[config.mk]
export PLATFORM = sky130hd
export DESIGN_NAME = lut_multiplier_seq
export DESIGN_NICKNAME = d
export VERILOG_FILES = /design/src/rtl/lut_multiplier_seq_pkg.sv /design/src/rtl/lut_multiplier_4b.sv /design/src/rtl/lut_multiplier_seq.sv
export SDC_FILE = /design/constraint.sdc
export NUM_CORES = 1
export LEC_CHECK = 0
export BUFFER_PORTS_ARGS = -buffer_cell sky130_fd_sc_hd__buf_2
export CORE_AREA = 2 2 88 90
export CTS_BUF_LIST = sky130_fd_sc_hd__clkbuf_4 sky130_fd_sc_hd__clkbuf_8 sky130_fd_sc_hd__clkbuf_16
export CTS_CLUSTER_SIZE = 25
export DETAILED_ROUTE_END_ITERATION = 8
export DIE_AREA = 0 0 90 92
export PLACE_DENSITY = 0.75
export SYNTH_ARGS = -nofsm -noshare
export SYNTH_HDL_FRONTEND = slang
export SYNTH_SLANG_ARGS = --single-unit
[constraint.sdc]
create_clock -name clk -period 6.3 [get_ports clk]
set_clock_uncertainty 0.2 [all_clocks]
set_input_delay 0.315 -clock clk [delete_from_list [all_inputs] [get_ports clk]]
set_output_delay 0.315 -clock clk [all_outputs]
set_load 0.1 [all_outputs]
[src/rtl/lut_multiplier_seq_pkg.sv]
// Shared definitions for the nibble-serial LUT multiplier.
// Provides the nibble width, the FSM state encoding and the 4x4 product
// function that backs the combinational LUT multiplier.
package lut_multiplier_seq_pkg;

  localparam int unsigned NIB_W = 4;

  typedef enum logic [1:0] {
    ST_IDLE = 2'd0,
    ST_CALC = 2'd1,
    ST_DONE = 2'd2
  } state_t;

  // 4x4 unsigned product; maps onto a 256-entry table after synthesis
  function automatic logic [2*NIB_W-1:0] lut4(input logic [NIB_W-1:0] x,
                                              input logic [NIB_W-1:0] y);
    logic [2*NIB_W-1:0] p;
    p = '0;
    for (int k = 0; k < int'(NIB_W); k++) begin
      if (y[k]) p = p + ((2*NIB_W)'(x) << k);
    end
    return p;
  endfunction

endpackage

[src/rtl/lut_multiplier_4b.sv]
// Combinational 4x4 unsigned LUT multiplier.
// Ports: reset (forces the product to zero), a/b nibble operands,
//        p_c combinational 8-bit product.
module lut_multiplier_4b
  import lut_multiplier_seq_pkg::*;
(
  input  logic                 reset,
  input  logic [NIB_W-1:0]     a,
  input  logic [NIB_W-1:0]     b,
  output logic [2*NIB_W-1:0]   p_c
);

  // Product lookup, squashed while the surrounding block is in reset
  always_comb begin
    p_c = '0;
    if (!reset) p_c = lut4(a, b);
  end

endmodule

[src/rtl/lut_multiplier_seq.sv]
// Nibble-serial unsigned multiplier: one 4x4 partial product per clock,
// shifted and accumulated, with valid/ready on both sides.
// Ports: clk, reset (sync, active-high); in_valid/in_ready with operands
//        a, b; out_valid/out_ready with product mul; busy while computing.
module lut_multiplier_seq
  import lut_multiplier_seq_pkg::*;
#(
  parameter int unsigned WIDTH = 8
) (
  input  logic                 clk,
  input  logic                 reset,
  input  logic                 in_valid,
  output logic                 in_ready,
  input  logic [WIDTH-1:0]     a,
  input  logic [WIDTH-1:0]     b,
  output logic                 out_valid,
  input  logic                 out_ready,
  output logic [2*WIDTH-1:0]   mul,
  output logic                 busy
);

  localparam int unsigned NIB = WIDTH / NIB_W;
  localparam int unsigned CW  = (NIB > 1) ? $clog2(NIB) : 1;
  localparam logic [CW-1:0] LAST = CW'(NIB - 1);

  // Operand width must be a whole number of nibbles
  if ((WIDTH % NIB_W) != 0 || WIDTH < NIB_W) begin : g_width_check
    $error("lut_multiplier_seq: WIDTH must be a multiple of 4 and >= 4");
  end

  state_t               state;
  logic [WIDTH-1:0]     a_q;
  logic [WIDTH-1:0]     b_q;
  logic [2*WIDTH-1:0]   acc;
  logic [CW-1:0]        i_q;
  logic [CW-1:0]        j_q;

  logic [NIB_W-1:0]     a_nib;
  logic [NIB_W-1:0]     b_nib;
  logic [2*NIB_W-1:0]   pp;
  logic [2*WIDTH-1:0]   pp_shift;
  logic [2*WIDTH-1:0]   acc_sum;

  // Nibble selects and barrel shift of the partial product to weight 16^(i+j)
  always_comb begin
    a_nib    = NIB_W'(a_q >> (NIB_W * 32'(i_q)));
    b_nib    = NIB_W'(b_q >> (NIB_W * 32'(j_q)));
    pp_shift = (2*WIDTH)'(pp) << (NIB_W * (32'(i_q) + 32'(j_q)));
    acc_sum  = acc + pp_shift;
  end

  lut_multiplier_4b u_lut (
    .reset (reset),
    .a     (a_nib),
    .b     (b_nib),
    .p_c   (pp)
  );

  // Control FSM with registered handshake outputs
  always_ff @(posedge clk) begin
    if (reset) begin
      state     <= ST_IDLE;
      in_ready  <= 1'b1;
      out_valid <= 1'b0;
      busy      <= 1'b0;
      mul       <= '0;
      acc       <= '0;
      a_q       <= '0;
      b_q       <= '0;
      i_q       <= '0;
      j_q       <= '0;
    end else begin
      case (state)
        ST_IDLE: begin
          if (in_valid && in_ready) begin
            a_q      <= a;
            b_q      <= b;
            acc      <= '0;
            i_q      <= '0;
            j_q      <= '0;
            in_ready <= 1'b0;
            busy     <= 1'b1;
            state    <= ST_CALC;
          end
        end
        ST_CALC: begin
          acc <= acc_sum;
          if (j_q == LAST) begin
            j_q <= '0;
            if (i_q == LAST) begin
              i_q       <= '0;
              mul       <= acc_sum;
              out_valid <= 1'b1;
              busy      <= 1'b0;
              state     <= ST_DONE;
            end else begin
              i_q <= i_q + CW'(1);
            end
          end else begin
            j_q <= j_q + CW'(1);
          end
        end
        ST_DONE: begin
          // No accept here; the next operands are taken from IDLE
          if (out_ready) begin
            out_valid <= 1'b0;
            in_ready  <= 1'b1;
            state     <= ST_IDLE;
          end
        end
        default: begin
          state     <= ST_IDLE;
          in_ready  <= 1'b1;
          out_valid <= 1'b0;
          busy      <= 1'b0;
        end
      endcase
    end
  end

endmodule

==> results.cfg, run 1 <==
[run_status]
status = completed

[layout]
fin_cells = 648
area_growth_pct = 16.1
post-route-util_pct = 59.6
diodes = 0
fin_nets = 593
drive_above_1_share_pct = 21.2

[routing]
drc = 0
initialDrtViolationCount = 253
avgViaCountPerCell = 5.79
first_pass_iters = 5
ant_nets = 0
wl_per_cell_um = 15.1
vias = 3754
detail_route.wirelength_um = 9760

[grt]
grt_pass1_vias = 3565
grt_max_degree = 50
antenna_found_initial = 0
overflow = 0
track_usage_pct = 23.5
grt_pass1_wl_um = 16400

[critical_path]
cpPeakStageDelay_ns = 0.38
path_max_fanout = 7
start_kind = register
path_delay_family = compound AO/OA/AOI/OAI gates
worstPathRequired_ns = 6.34
crit_buf_inv = 3
r2r-start = i_q$_SDFFE_PP0P_
arrival_ns = 6.03
worstSetupEndpointType = register
critPathLaunch = i_q$_SDFFE_PP0P_
timing.critical_path.slowest_stage_cell = dfxtp_4
crit_type = register to register

[power_and_ir_drop]
clkPwrFrac_pct = 29.6
sw_frac_of_total_pct = 30.9
pwr-share-seq_pct = 50.8
switchingPower_uw = 223
p_comb_share_pct = 19.6
vdd_ir_drop_max_v = 0.000104
power.internal_uw = 498
p_leak_uw = 0.00184
powerDensity_nw_per_um2 = 162

[floorplanning]
start_util_pct = 51.3
io_pins = 39
core_area_sq_um = 7450
placementRows = 32
die_x_um = 90
die_area_sq_um = 8280
die_height_um = 92

[flow_run]
maxCapViolCount = 0

[clocking]
clk_pin_slew_ns = 0.10
cts_tree = built
htreeDepth = 2
cts.sinks = 55
numCtsBuffers = 5
clk-insertion-delay-late_ns = 0.31
cts_root_buf = clkbuf_8
ctsLongestPathBuffers = 2

[synthesis]
synth_top_area_share_pct = 28.8
syn_area_sq_um = 3820
async_flop_share_pct = 0
ys_seq_area_share_pct = 28.8
synth_top_family_by_area = compound AO/OA/AOI/OAI gates
synth.distinct_cells = 65
yosys.area_share.simple_pct = 22.0
synthFlopType = dfxtp_1
synth-adder-area-share_pct = 9.56
ys_ff_latch = 55
synth_area_leaders = dfxtp_1, nand2_1, a21oi_1
synth_compound_area_share_pct = 25.0
syn_inst = 503
avgSynthCellArea_sq_um = 7.60
synth_edf_count = 0
muxShareOfSynthArea_pct = 4.94
synth_top_cell_by_area = dfxtp_1
synth_fp_nets = 551
yosys_warnings = 0
synth_xor_area_share_pct = 3.90

[timing]
relSlewSlack_pct = 19.8
tns_ns = 0
worstMarginPinSlew_ns = 1.20
fmax_ghz = 0.167
hold_violations = 0
finalMaxSlewViolations = 0
timing.hold.ws_ns = 0.0247
setup_violations = 0
finalCriticalPeriod_ns = 5.99
fin_crit_sh_pct = 95.0
layout_setup_ws_ns = 0.314

[place]
dp_cells = 630
dp_slack_ns = -0.173
dp_hpwl_um = 6970
port_buffers = 38
gp_congestion = 0.952

[worst_hold_path]
hold_start = a[4]
hp-class = input pin to register
through the flow:
| step | cell area (sq um) | power (uW) |
|---|---|---|
| 2_1_floorplan | 3820 | 472 |
| 3_3_place_gp | 4120 | 503 |
| 3_5_place_dp | 4120 | 505 |
| 4_1_cts | 4240 | 714 |
| 5_1_grt | 4440 | 749 |
| 6_report | 4440 | 720 |
layout make-up:
cell class | count | area (sq um)
Multi-Input combinational cell | 400 | 2630
Clock inverter | 2 | 13.8
Timing Repair Buffer | 64 | 385
Inverter | 19 | 85.1
Sequential cell | 55 | 1110
Fill cell | 685 | 3010
Clock buffer | 6 | 82.6
Tap cell | 102 | 128
cell usage after synthesis, drive strengths merged, types with 5 or more instances:
cell / n
xor2: 8
nor3: 8
buf: 8
mux2: 5
nor2: 42
nand3: 18
nand2: 96
a21oi: 67
o21ai: 19
mux2i: 8
a21o: 9
o31ai: 5
xnor2: 9
ha: 26
inv: 18
clkbuf: 21
dfxtp: 55
o21a: 5
a31oi: 10
a211oi: 9
registers in the layout (all words and copies together), names as in the netlist:
register and count:
a_q 8, acc 16, b_q 8, busy 1, i_q 1, in_ready 1, j_q 1, mul 16
out_valid 1, state 2
power groups by stage:
stage	Clock (uW)	Sequential, uW	Combinational (uW)
after floorplan	0	380	91.8
after global placement	0	374	129
after detailed placement	0	374	131
after CTS	216	366	132
after global routing	227	368	155
final	213	366	141
repair_timing:
item                                    CTS  global route
buffers inserted                          0            10
hold endpoints to repair                  0             0
hold buffers                              0             0
endpoints found under the setup margin    2            10
pin swaps                                 0            16
gates resized for setup                   8            23
final timing paths:
path | slack [ns] | end | depth (start not counted)
worst max-delay path | 0.31 | acc[15]$_SDFFE_PP0P_ | 30
worst min-delay path | 0.02 | a_q[4]$_SDFFE_PP0P_ | 3
worst min register to register | 0.26 | mul[14]$_SDFFE_PP0P_ | 2
worst max register to register | 0.31 | acc[15]$_SDFFE_PP0P_ | 30
worst reg2reg max path: cells and delay by family (launching register included):
family,cells,cell delay (ns)
AOI/OAI and AO/OA,12,2.24
and+or+nand+nor,6,0.83
xor gates and xnor gates,3,0.54
buffers and inverters,3,0.26
DFF,1,0.38
muxes,2,0.44
adders and majority gates,4,1.03
cells in the final DEF, fill, tap and decap left out, types with 9 or more instances in the layout:
| cell type | instances |
|---|---|
| a21oi_1 | 63 |
| nor2_1 | 40 |
| buf_2 | 38 |
| buf_4 | 26 |
| inv_1 | 15 |
| a21o_1 | 9 |
| nand3_1 | 18 |
| o21ai_0 | 12 |
| ha_1 | 21 |
| dfxtp_1 | 53 |
| a31oi_1 | 9 |
| nand2_1 | 95 |
layer usage:
layer / track usage (%) / vias to the layer above / share of wire, %
met4: 6.79 / 0 / 1.7
met3: 3.12 / 20 / 4.0
met1: 30.4 / 1777 / 45
met2: 41.2 / 96 / 49
li1: - / 1861 / -
met5: 0 / - / 0
logic make-up after synthesis:
| group | count (synthesis) |
|---|---|
| buf+inv | 48 |
| fa+ha+maj | 28 |
| mux | 13 |
| simple gates | 191 |
| xor+xnor | 17 |
| compound gates | 151 |
| flops | 55 |
Note: power is estimated with default switching activity, not from simulation.
==> run 2, diff against run 1 <==
Settings changed: CORE_AREA 2 2 88 90 to 2 2 101 78, DIE_AREA 0 0 90 92 to 0 0 103 80, PLACE_DENSITY 0.75 to 0.76.
==> run 2 against run 1 <==
Compared with the run above: die area shrank 0.48%; critical path depth unchanged; via count increased by 1.8%; power increased by 7.1%; maximum frequency shrank 2.2%; clock-buffer cell count decreased by 1; worst hold slack lost 0.015 ns; sequential cell count unchanged; cell area increased by 1.2%; combinational power increased by 4%; largest cell class unchanged.
==> results.cfg, run 2 (synthesis results as in run 1) <==
[run_status]
status = completed

[critical_path]
arrival_ns = 6.17
rr_worst_depth = 30
rrSetupSlack_ns = 0.18
reg2reg_to = acc[15]$_SDFFE_PP0P_
path_max_fanout = 5
worstPathRequired_ns = 6.36
cpPeakStageDelay_ns = 0.39
crit_type = register to register
start_kind = register
r2r-start = i_q$_SDFFE_PP0P_
worstSetupEndpointType = register
timing.critical_path.slowest_stage_cell = dfxtp_4

[floorplanning]
die_area_sq_um = 8240
core_area_sq_um = 7230
die_height_um = 80
die_x_um = 103
placementRows = 27
io_pins = 39
start_util_pct = 52.9

[layout]
fin_area_sq_um = 4490
drive_above_1_share_pct = 22.8
regArea_sq_um = 1110
top_regs = acc: 16 flops, mul: 16 flops
diodes = 0
multiInputGateArea_sq_um = 2680
area_growth_pct = 17.5
final_cell_mix = nand2_1, a21oi_1, dfxtp_1
layout_commonest_cell = nand2_1
fin_nets = 592
fillers = 665
post-route-util_pct = 62.1

[power_and_ir_drop]
powerDensity_nw_per_um2 = 172
power.total_uw = 771
p_leak_uw = 0.00184
vdd_ir_drop_max_v = 0.000148

[timing]
hold_violations = 0
setup_violations = 0
relSlewSlack_pct = 18.7
finalCriticalPeriod_ns = 6.12
finalMaxSlewViolations = 0
fin_crit_sh_pct = 97.1
worstMarginPinSlew_ns = 1.22
timing.hold.ws_ns = 0.00981
rsz0062_at_grt = yes
fmax_ghz = 0.163

[flow_run]
maxCapViolCount = 0

[routing]
detail_route.wirelength_um = 10300
wl_per_cell_um = 16.0
avgViaCountPerCell = 5.92
drc = 0
first_pass_iters = 6
vias = 3823
ant_nets = 0
initialDrtViolationCount = 324

[worst_hold_path]
min_delay_path_depth = 3
hold_start = b[0]
hp-class = input pin to register
min_to = b_q[0]$_SDFFE_PP0P_

[clocking]
ctsLongestPathBuffers = 2
numCtsBuffers = 5
cts_root_buf = clkbuf_8
cts_tree = built
clk-insertion-delay-late_ns = 0.32
htreeDepth = 2
cts.sinks = 55
clk_pin_slew_ns = 0.12

[place]
gp_congestion = 0.909
dpl_cell_area_sq_um = 4140
port_buffers = 38
dp_hpwl_um = 7150

[grt]
grt.busiest_layer = met2
antenna_found_initial = 0
use_met3_pct = 3.59
grt_pass1_vias = 3472
overflow = 0
grt_pass1_wl_um = 16300
use_met1_pct = 35.8
grt_util_met2_pct = 38.3
grt_max_degree = 39
track_usage_pct = 24.6
==> run 2: cell count changes in the layout (fill, tap and decap cells not counted), sizes merged <==
cell,previous run,this run
inv,19,21
clkbuf,6,5
buf,64,63
clkinv,1,0
==> run 2: critical path, delay by kind of cell, from the launching register on <==
kind	cells	cell delay (ns)
flip-flops	1	0.39
AND/OR/NAND/NOR	6	0.88
AO/OA/AOI/OAI	13	2.47
buffers and inverters	3	0.27
multiplexers	1	0.28
adder cells (fa/ha/maj)	5	1.22
XOR/XNOR	2	0.36
==> run 2: per-layer routing <==
layer	part of all wire, %	vias to the layer above
li1	-	1862
met1	47	1783
met2	46	147
met3	5.6	31
met4	1.9	0
met5	0	-
==> run 2: cell type report <==
type | count | area share [%]
timing repair buffer | 63 | 8.41
inverter | 19 | 1.76
clock inverter | 3 | 1.11
multi-input combinational | 400 | 59.7
tap | 101 | 2.81
clock buffer | 5 | 1.53
sequential | 55 | 24.6
==> run 2: metrics by stage <==
stage / setup WS, ns / instances / TNS, ns
2_1_floorplan: 0.127 / 503 / 0
3_3_place_gp: 0.209 / 631 / 0
3_5_place_dp: -0.0882 / 631 / -0.0882
4_1_cts: 0.00183 / 639 / 0
5_1_grt: -0.188 / 646 / -0.491
6_report: 0.181 / 646 / 0
==> run 2: worst max path at each step <==
stage                           startpoint                    to
after floorplan           i_q$_SDFFE_PP0P_  acc[15]$_SDFFE_PP0P_
after global placement    i_q$_SDFFE_PP0P_  acc[15]$_SDFFE_PP0P_
after detailed placement  i_q$_SDFFE_PP0P_  acc[15]$_SDFFE_PP0P_
after CTS                 i_q$_SDFFE_PP0P_  acc[15]$_SDFFE_PP0P_
after global routing      i_q$_SDFFE_PP0P_  acc[15]$_SDFFE_PP0P_
final                     i_q$_SDFFE_PP0P_  acc[15]$_SDFFE_PP0P_
==> run 2: where the power goes <==
part	switching, uW	leakage [uW]	internal, uW	total [uW]
logic	96.1	0.00134	50.4	147
clock network	136	0.0000607	123	260
registers	8.23	0.000447	357	365
total	241	0.00184	531	771
==> run 2: timing repair <==
item,in CTS,in global routing
buffers inserted,0,7
pin swaps,1,21
setup endpoints to repair,2,14
resized for setup,5,39
cloned,0,0
hold buffers,0,0
